## src/rtl/lcd_pkg.sv

```systemverilog
// Shared constants, state encodings and character helpers for the HD44780 phrase writer.
package lcd_pkg;

  localparam logic [7:0] LCD_FUNC_8B2L = 8'h38;
  localparam logic [7:0] LCD_DISP_ON   = 8'h0C;
  localparam logic [7:0] LCD_ENTRY_INC = 8'h06;
  localparam logic [7:0] LCD_CLEAR     = 8'h01;
  localparam logic [7:0] LCD_LINE1     = 8'h80;
  localparam logic [7:0] LCD_LINE2     = 8'hC0;

  localparam int LCD_COLS  = 16;
  localparam int LCD_CHARS = 32;

  localparam logic [7:0] CHAR_SPACE = 8'h20;
  localparam logic [7:0] CHAR_TILDE = 8'h7E;

  typedef enum logic [2:0] {
    ST_PWR_WAIT,
    ST_INIT,
    ST_IDLE,
    ST_SET_LINE,
    ST_FETCH,
    ST_LATCH,
    ST_WRITE,
    ST_DONE
  } state_t;

  typedef enum logic [1:0] {
    BUS_IDLE,
    BUS_SETUP,
    BUS_PULSE,
    BUS_WAIT
  } bus_state_t;

  function automatic logic [7:0] init_cmd(input logic [1:0] n);
    case (n)
      2'd0:    return LCD_FUNC_8B2L;
      2'd1:    return LCD_DISP_ON;
      2'd2:    return LCD_ENTRY_INC;
      default: return LCD_CLEAR;
    endcase
  endfunction

  // Anything the panel cannot render as a glyph (controls, DEL, high codes) shows as a blank.
  function automatic logic [7:0] printable(input logic [7:0] c);
    return (c >= CHAR_SPACE && c <= CHAR_TILDE) ? c : CHAR_SPACE;
  endfunction

endpackage

```

## src/rtl/lcd_bus_cycle.sv

```systemverilog
// One HD44780 bus write: setup cycle, E strobe, then a post-strobe wait ending in a one-cycle ack.
module lcd_bus_cycle
  import lcd_pkg::*;
#(
  parameter int E_PULSE_CYCLES    = 25,
  parameter int CMD_WAIT_CYCLES   = 2000,
  parameter int CLEAR_WAIT_CYCLES = 82000
) (
  input  logic       clock,
  input  logic       reset,
  input  logic       req,
  input  logic       rs,
  input  logic [7:0] data,
  input  logic       longWait,
  output logic       ack,
  output logic       lcdE,
  output logic       lcdRs,
  output logic [7:0] lcdData
);

  localparam int MAX_WAIT = (CLEAR_WAIT_CYCLES > CMD_WAIT_CYCLES) ? CLEAR_WAIT_CYCLES : CMD_WAIT_CYCLES;
  localparam int MAX_CNT  = (MAX_WAIT > E_PULSE_CYCLES) ? MAX_WAIT : E_PULSE_CYCLES;
  localparam int CNT_W    = $clog2(MAX_CNT + 1);

  bus_state_t       state, state_next;
  logic [CNT_W-1:0] cnt, cnt_next;
  logic [7:0]       data_q, data_next;
  logic             rs_q, rs_next;
  logic             long_q, long_next;

  // NOTE: sequential state uses non-blocking assignments so every register samples pre-edge values.
  always_ff @(posedge clock) begin
    if (reset) begin
      state  <= BUS_IDLE;
      cnt    <= '0;
      data_q <= '0;
      rs_q   <= 1'b0;
      long_q <= 1'b0;
    end else begin
      state  <= state_next;
      cnt    <= cnt_next;
      data_q <= data_next;
      rs_q   <= rs_next;
      long_q <= long_next;
    end
  end

  // NOTE: every signal written here gets a default first, so no path can infer a latch.
  always_comb begin
    state_next = state;
    cnt_next   = cnt;
    data_next  = data_q;
    rs_next    = rs_q;
    long_next  = long_q;
    ack        = 1'b0;
    unique case (state)
      BUS_IDLE: begin
        if (req) begin
          data_next  = data;
          rs_next    = rs;
          long_next  = longWait;
          state_next = BUS_SETUP;
        end
      end
      BUS_SETUP: begin
        cnt_next   = CNT_W'(E_PULSE_CYCLES - 1);
        state_next = BUS_PULSE;
      end
      BUS_PULSE: begin
        if (cnt == '0) begin
          cnt_next   = long_q ? CNT_W'(CLEAR_WAIT_CYCLES - 1) : CNT_W'(CMD_WAIT_CYCLES - 1);
          state_next = BUS_WAIT;
        end else begin
          cnt_next = cnt - 1'b1;
        end
      end
      BUS_WAIT: begin
        if (cnt == '0) begin
          ack        = 1'b1;
          state_next = BUS_IDLE;
        end else begin
          cnt_next = cnt - 1'b1;
        end
      end
      default: state_next = BUS_IDLE;
    endcase
  end

  // Data and RS only move in BUS_IDLE, so they are stable for the whole strobe.
  assign lcdE    = (state == BUS_PULSE);
  assign lcdRs   = rs_q;
  assign lcdData = data_q;

endmodule

```

## src/rtl/lcd_phrase_writer.sv

```systemverilog
// Runs the HD44780 power-up init once, then writes a 32-char ROM phrase (two 16-char lines) per start pulse.
module lcd_phrase_writer
  import lcd_pkg::*;
#(
  parameter int POWERUP_WAIT_CYCLES = 750000,
  parameter int E_PULSE_CYCLES      = 25,
  parameter int CMD_WAIT_CYCLES     = 2000,
  parameter int CLEAR_WAIT_CYCLES   = 82000
) (
  input  logic       clock,
  input  logic       reset,
  input  logic       start,
  output logic [4:0] romAddr,
  input  logic [7:0] romData,
  output logic [7:0] lcdData,
  output logic       lcdRs,
  output logic       lcdRw,
  output logic       lcdE,
  output logic       busy,
  output logic       done
);

  localparam int         PWR_W       = $clog2(POWERUP_WAIT_CYCLES + 1);
  localparam logic [4:0] LINE1_LAST  = 5'(LCD_COLS - 1);
  localparam logic [4:0] LINE2_FIRST = 5'(LCD_COLS);
  localparam logic [4:0] LAST_IDX    = 5'(LCD_CHARS - 1);

  state_t           state, state_next;
  logic [PWR_W-1:0] pwr_cnt, pwr_next;
  logic [1:0]       init_idx, init_next;
  logic [4:0]       idx, idx_next;
  logic [7:0]       char_q, char_next;
  logic             req_sent, sent_next;
  logic [4:0]       rom_addr_q;

  logic       req, req_rs, req_long, ack;
  logic [7:0] req_data;

  always_ff @(posedge clock) begin
    if (reset) begin
      state      <= ST_PWR_WAIT;
      pwr_cnt    <= '0;
      init_idx   <= '0;
      idx        <= '0;
      char_q     <= '0;
      req_sent   <= 1'b0;
      rom_addr_q <= '0;
    end else begin
      state    <= state_next;
      pwr_cnt  <= pwr_next;
      init_idx <= init_next;
      idx      <= idx_next;
      char_q   <= char_next;
      req_sent <= sent_next;
      // Address is presented for the whole FETCH cycle so romData is ready in LATCH.
      if (state_next == ST_FETCH) rom_addr_q <= idx_next;
    end
  end

  always_comb begin
    state_next = state;
    pwr_next   = pwr_cnt;
    init_next  = init_idx;
    idx_next   = idx;
    char_next  = char_q;
    sent_next  = req_sent;
    req        = 1'b0;
    req_rs     = 1'b0;
    req_data   = 8'h00;
    req_long   = 1'b0;
    unique case (state)
      ST_PWR_WAIT: begin
        if (pwr_cnt == PWR_W'(POWERUP_WAIT_CYCLES - 1)) state_next = ST_INIT;
        else pwr_next = pwr_cnt + 1'b1;
      end
      ST_INIT: begin
        req_data  = init_cmd(init_idx);
        req_long  = (req_data == LCD_CLEAR);
        req       = !req_sent;
        sent_next = 1'b1;
        if (ack) begin
          sent_next = 1'b0;
          if (init_idx == 2'd3) state_next = ST_IDLE;
          else init_next = init_idx + 1'b1;
        end
      end
      ST_IDLE: begin
        if (start) begin
          idx_next   = '0;
          state_next = ST_SET_LINE;
        end
      end
      ST_SET_LINE: begin
        req_data  = idx[4] ? LCD_LINE2 : LCD_LINE1;
        req       = !req_sent;
        sent_next = 1'b1;
        if (ack) begin
          sent_next  = 1'b0;
          state_next = ST_FETCH;
        end
      end
      ST_FETCH: state_next = ST_LATCH;
      ST_LATCH: begin
        char_next  = romData;
        state_next = ST_WRITE;
      end
      ST_WRITE: begin
        req_rs    = 1'b1;
        req_data  = printable(char_q);
        req       = !req_sent;
        sent_next = 1'b1;
        if (ack) begin
          sent_next = 1'b0;
          if (idx == LINE1_LAST) begin
            idx_next   = LINE2_FIRST;
            state_next = ST_SET_LINE;
          end else if (idx == LAST_IDX) begin
            state_next = ST_DONE;
          end else begin
            idx_next   = idx + 1'b1;
            state_next = ST_FETCH;
          end
        end
      end
      ST_DONE: state_next = ST_IDLE;
      default: state_next = ST_PWR_WAIT;
    endcase
  end

  lcd_bus_cycle #(
    .E_PULSE_CYCLES   (E_PULSE_CYCLES),
    .CMD_WAIT_CYCLES  (CMD_WAIT_CYCLES),
    .CLEAR_WAIT_CYCLES(CLEAR_WAIT_CYCLES)
  ) u_bus (
    .clock   (clock),
    .reset   (reset),
    .req     (req),
    .rs      (req_rs),
    .data    (req_data),
    .longWait(req_long),
    .ack     (ack),
    .lcdE    (lcdE),
    .lcdRs   (lcdRs),
    .lcdData (lcdData)
  );

  assign romAddr = rom_addr_q;
  assign lcdRw   = 1'b0;
  assign busy    = (state != ST_IDLE);
  assign done    = (state == ST_DONE);

endmodule

```

## config.mk

```make
export PLATFORM = sky130hd
export DESIGN_NAME = lcd_phrase_writer
export DESIGN_NICKNAME = d
export VERILOG_FILES = /design/src/rtl/lcd_pkg.sv /design/src/rtl/lcd_bus_cycle.sv /design/src/rtl/lcd_phrase_writer.sv
export SDC_FILE = /design/constraint.sdc
export NUM_CORES = 1
export LEC_CHECK = 0
export ABC_AREA = 1
export CAP_MARGIN = 15
export CORE_AREA = 2 2 85 103
export DETAILED_ROUTE_END_ITERATION = 10
export DIE_AREA = 0 0 87 105
export GPL_TIMING_DRIVEN = 0
export PLACE_DENSITY = 0.68
export SLEW_MARGIN = 10
export SYNTH_ARGS = -nofsm -noshare
export SYNTH_HDL_FRONTEND = slang
export SYNTH_SLANG_ARGS = --single-unit
export TNS_END_PERCENT = 100
```

## constraint.sdc

```tcl
create_clock -name clock -period 2.9 [get_ports clock]
set_input_delay 0.87 -clock clock [delete_from_list [all_inputs] [get_ports clock]]
set_output_delay 0.87 -clock clock [all_outputs]
set_load 0.01 [all_outputs]
```

==> results.md <==
- Status: finished, final reports clean
- Cells after Synth: 547
- Netlist cell types: 43
- Multi-input combinational cell area: 0.00214 sq mm
- CTS buffer count: 9
- Worst Tran Pin Value: 0.542 ns
- Hold Path Origin: char_q[7]
- H-tree levels: 3
- #FFs+latches synth: 73
- Fmax: 393 MHz
- R2R setup slack: 0.82 ns
- Nets@finish: 609
- Post-place setup slack: 0.370 ns
- Clock Latency Late Sink: 0.36 ns
- Setup ws final: 0.359 ns
- Async set-or-reset flop fraction in the synthesized netlist: 0%
- Cell Area, Synth: 0.00395 sq mm
- Clock power share: 28.8%
- Die W: 87 um
- P&R area growth vs syn: 16.0%
- Min-Delay Endpoint: char_q[7]
- Startpoint Class: flip-flop
- CP startpoint: state[2]
- EDFF count, synth: 0
- Routed Antenna Nets: 0
- Share of the yosys chip area belonging to registers: 37.0%
- RSZ-0062 raised after global routing: no
- Sink Count: 73
- HP Class: flip-flop to flip-flop
- Endpoint type of the worst setup path: output port
- Tcrit/Tclk final: 87.6%
- Slew Viols, Final: 0
- Max-slew headroom: 63.9%
- Num rows: 36
- Area of the core: 0.00806 sq mm
- FF/Latch Area: 0.00146 sq mm
- Finish-stage setup viols: 0
- Vias per Instance: 5.40
- Vert. Die Dim: 105 um
- Final hold violations: 0
- Pwr Density: 755 mW/mm^2
- Peak supply drop: 438 uV
- Die area: 0.00914 sq mm
- Initial core utilization: 48.9%
- Sequential cell fraction of total power: 34.7%
- CP Data Arrival Time: 1.67 ns
- # DRC: 0
- Yosys warnings: 0
- CTS clk-pin slew, worst paths: 0.08 ns
- Internal power: 2.15 mW
- Number of port buffers: 27
- Syn nets: 571
- Logic gate share of total power: 36.5%
- Req. time, crit path: 2.03 ns
- Tmin final: 2.54 ns
- Sw Ratio: 37.7%
- Crit-path max FO: 8
- WS Path Type: flip-flop to output port
- Initial antenna violation count: 0
- Max-Cap Viols: 0
- Hpwl dp: 6860 um
- WL final: 9190 um
- R2R depth: 13
- Fillcell total: 759
- First-pass GRT wire length: 15600 um
- Vias in the first global route: 3497
- Ratio of cells with drive above 1 in the final layout: 8.98%
- Post-CTS Resized: 0
- Hold buffers post-CTS: 0
- Most common cell after layout, fill and taps aside: nand2_1
- Syn Area/Cell: 7.21 sq um
- # diodes: 0
- Drt pass-1 iters: 5
- CTS Root Cell: clkbuf_8
- Grt total ovfl: 0
- Top-Level Pins: 29
- RR Endpoint: romAddr[2]
- Hold Crit Depth: 2
- Vias after detailed routing: 3698
- WL/cell: 13.4 um
- Setup Skew: 0.0101 ns
- Total track usage: 21.3%
- CTS tree: yes
- Highest-count cells in the layout ignoring fill and taps: 102 x nand2_1, 73 x dfxtp_1, 65 x inv_1, 52 x a21oi_1, 47 x nor2_1
- RR Startpoint: u_bus.cnt[0]
- Setup TNS: 0 ns
- RePlAce Congestion: 0.964
- Sw power: 1.30 mW
- Main synth FF type: dfxtp_1
- CTS max path bufs: 2
- 1st-iter DRT viols: 249
- Leakage: 1.77 nW
- Largest net degree at the start of global routing: 13
- Setup bufs post-CTS: 0
## metrics by stage
| step | hold WS (ns) | util (%) | cells | instance area [sq um] | power (mW) |
|---|---|---|---|---|---|
| after floorplan | 0.424 | - | 547 | 3950 | 2.20 |
| after global placement | 0.452 | 53.8 | 669 | 4340 | 2.44 |
| after detailed placement | 0.460 | 53.8 | 669 | 4340 | 2.47 |
| after CTS | 0.472 | 56.8 | 685 | 4580 | 3.46 |
| after global routing | 0.482 | 56.8 | 685 | 4580 | 3.66 |
| final | 0.467 | 56.8 | 685 | 4580 | 3.46 |
## metal layers
| metal | vias to the layer above | track usage, % | part of all wire, % |
|---|---|---|---|
| met1 | 1706 | 25.0 | 43 |
| met3 | 29 | 4.98 | 3.9 |
| met2 | 77 | 36.2 | 50 |
| met4 | 0 | 9.38 | 2.6 |
| met5 | - | 0 | 0 |
| li1 | 1886 | - | - |
## worst max-delay path, cell delays in order, from the launching register on
cell	delay, ns
dfxtp_1	0.30
buf_2	0.18
inv_1	0.08
nor2_1	0.17
clkdlybuf4s50_1	0.58
## layout make-up
class	count	share of cell area (%)
Buffer	16	1.89
Clock buffer	11	3.09
Clock inverter	5	2.24
Inverter	68	5.57
Multi-Input combinational cell	390	46.8
Sequential cell	73	31.9
Tap cell	95	2.60
Timing Repair Buffer	27	5.90
## power groups by stage
stage,logic [mW],clock network [mW],registers (mW)
after detailed placement,1.25,0,1.22
after global placement,1.23,0,1.22
after global routing,1.40,1.05,1.21
final,1.26,0.996,1.20
after CTS,1.25,1.01,1.20
after floorplan,1.00,0,1.20
## cells in the mapped netlist, drive strengths merged, types with 8 or more instances
library cell,instances,area [sq um]
xor2,10,87.6
nor2,61,303
nand4,13,87.6
xnor2,8,70.1
ha,13,163
clkbuf,9,33.8
nand2,107,424
a21oi,53,269
inv,68,255
o21ai,50,250
dfxtp,73,1460
nor3,10,60.1
nand3,30,185
## state kept, by name, summed over array words and instances (netlist names)
register	flops
char_q	8
idx	5
init_idx	2
pwr_cnt	20
req_sent	1
romAddr	5
state	3
u_bus.cnt	17
u_bus.lcdData	8
u_bus.lcdRs	1
u_bus.long_q	1
u_bus.state	2
## worst max path at each step
stage | endpoint | slack [ns] | cells after the start
final | done | 0.36 | 4
after global routing | done | 0.26 | 4
after CTS | done | 0.33 | 4
after detailed placement | idx[4] | 0.37 | 4
after global placement | state[0] | 0.33 | 4
after floorplan | romAddr[1] | 1.10 | 14
## logic make-up (layout without fill, tap and decap cells)
| family | Yosys count | in the layout | synth area share, % |
|---|---|---|---|
| AND/OR/NAND/NOR | 233 | 233 | 28.9 |
| AO/OA/AOI/OAI | 125 | 125 | 17.2 |
| buffers and inverters | 84 | 127 | 8.66 |
| flip-flops | 73 | 73 | 37.0 |
| XOR/XNOR | 18 | 18 | 3.99 |
| adder cells (fa/ha/maj) | 13 | 13 | 4.12 |
| other | 1 | 1 | 0.0950 |
Note: power is estimated with default switching activity, not from simulation.
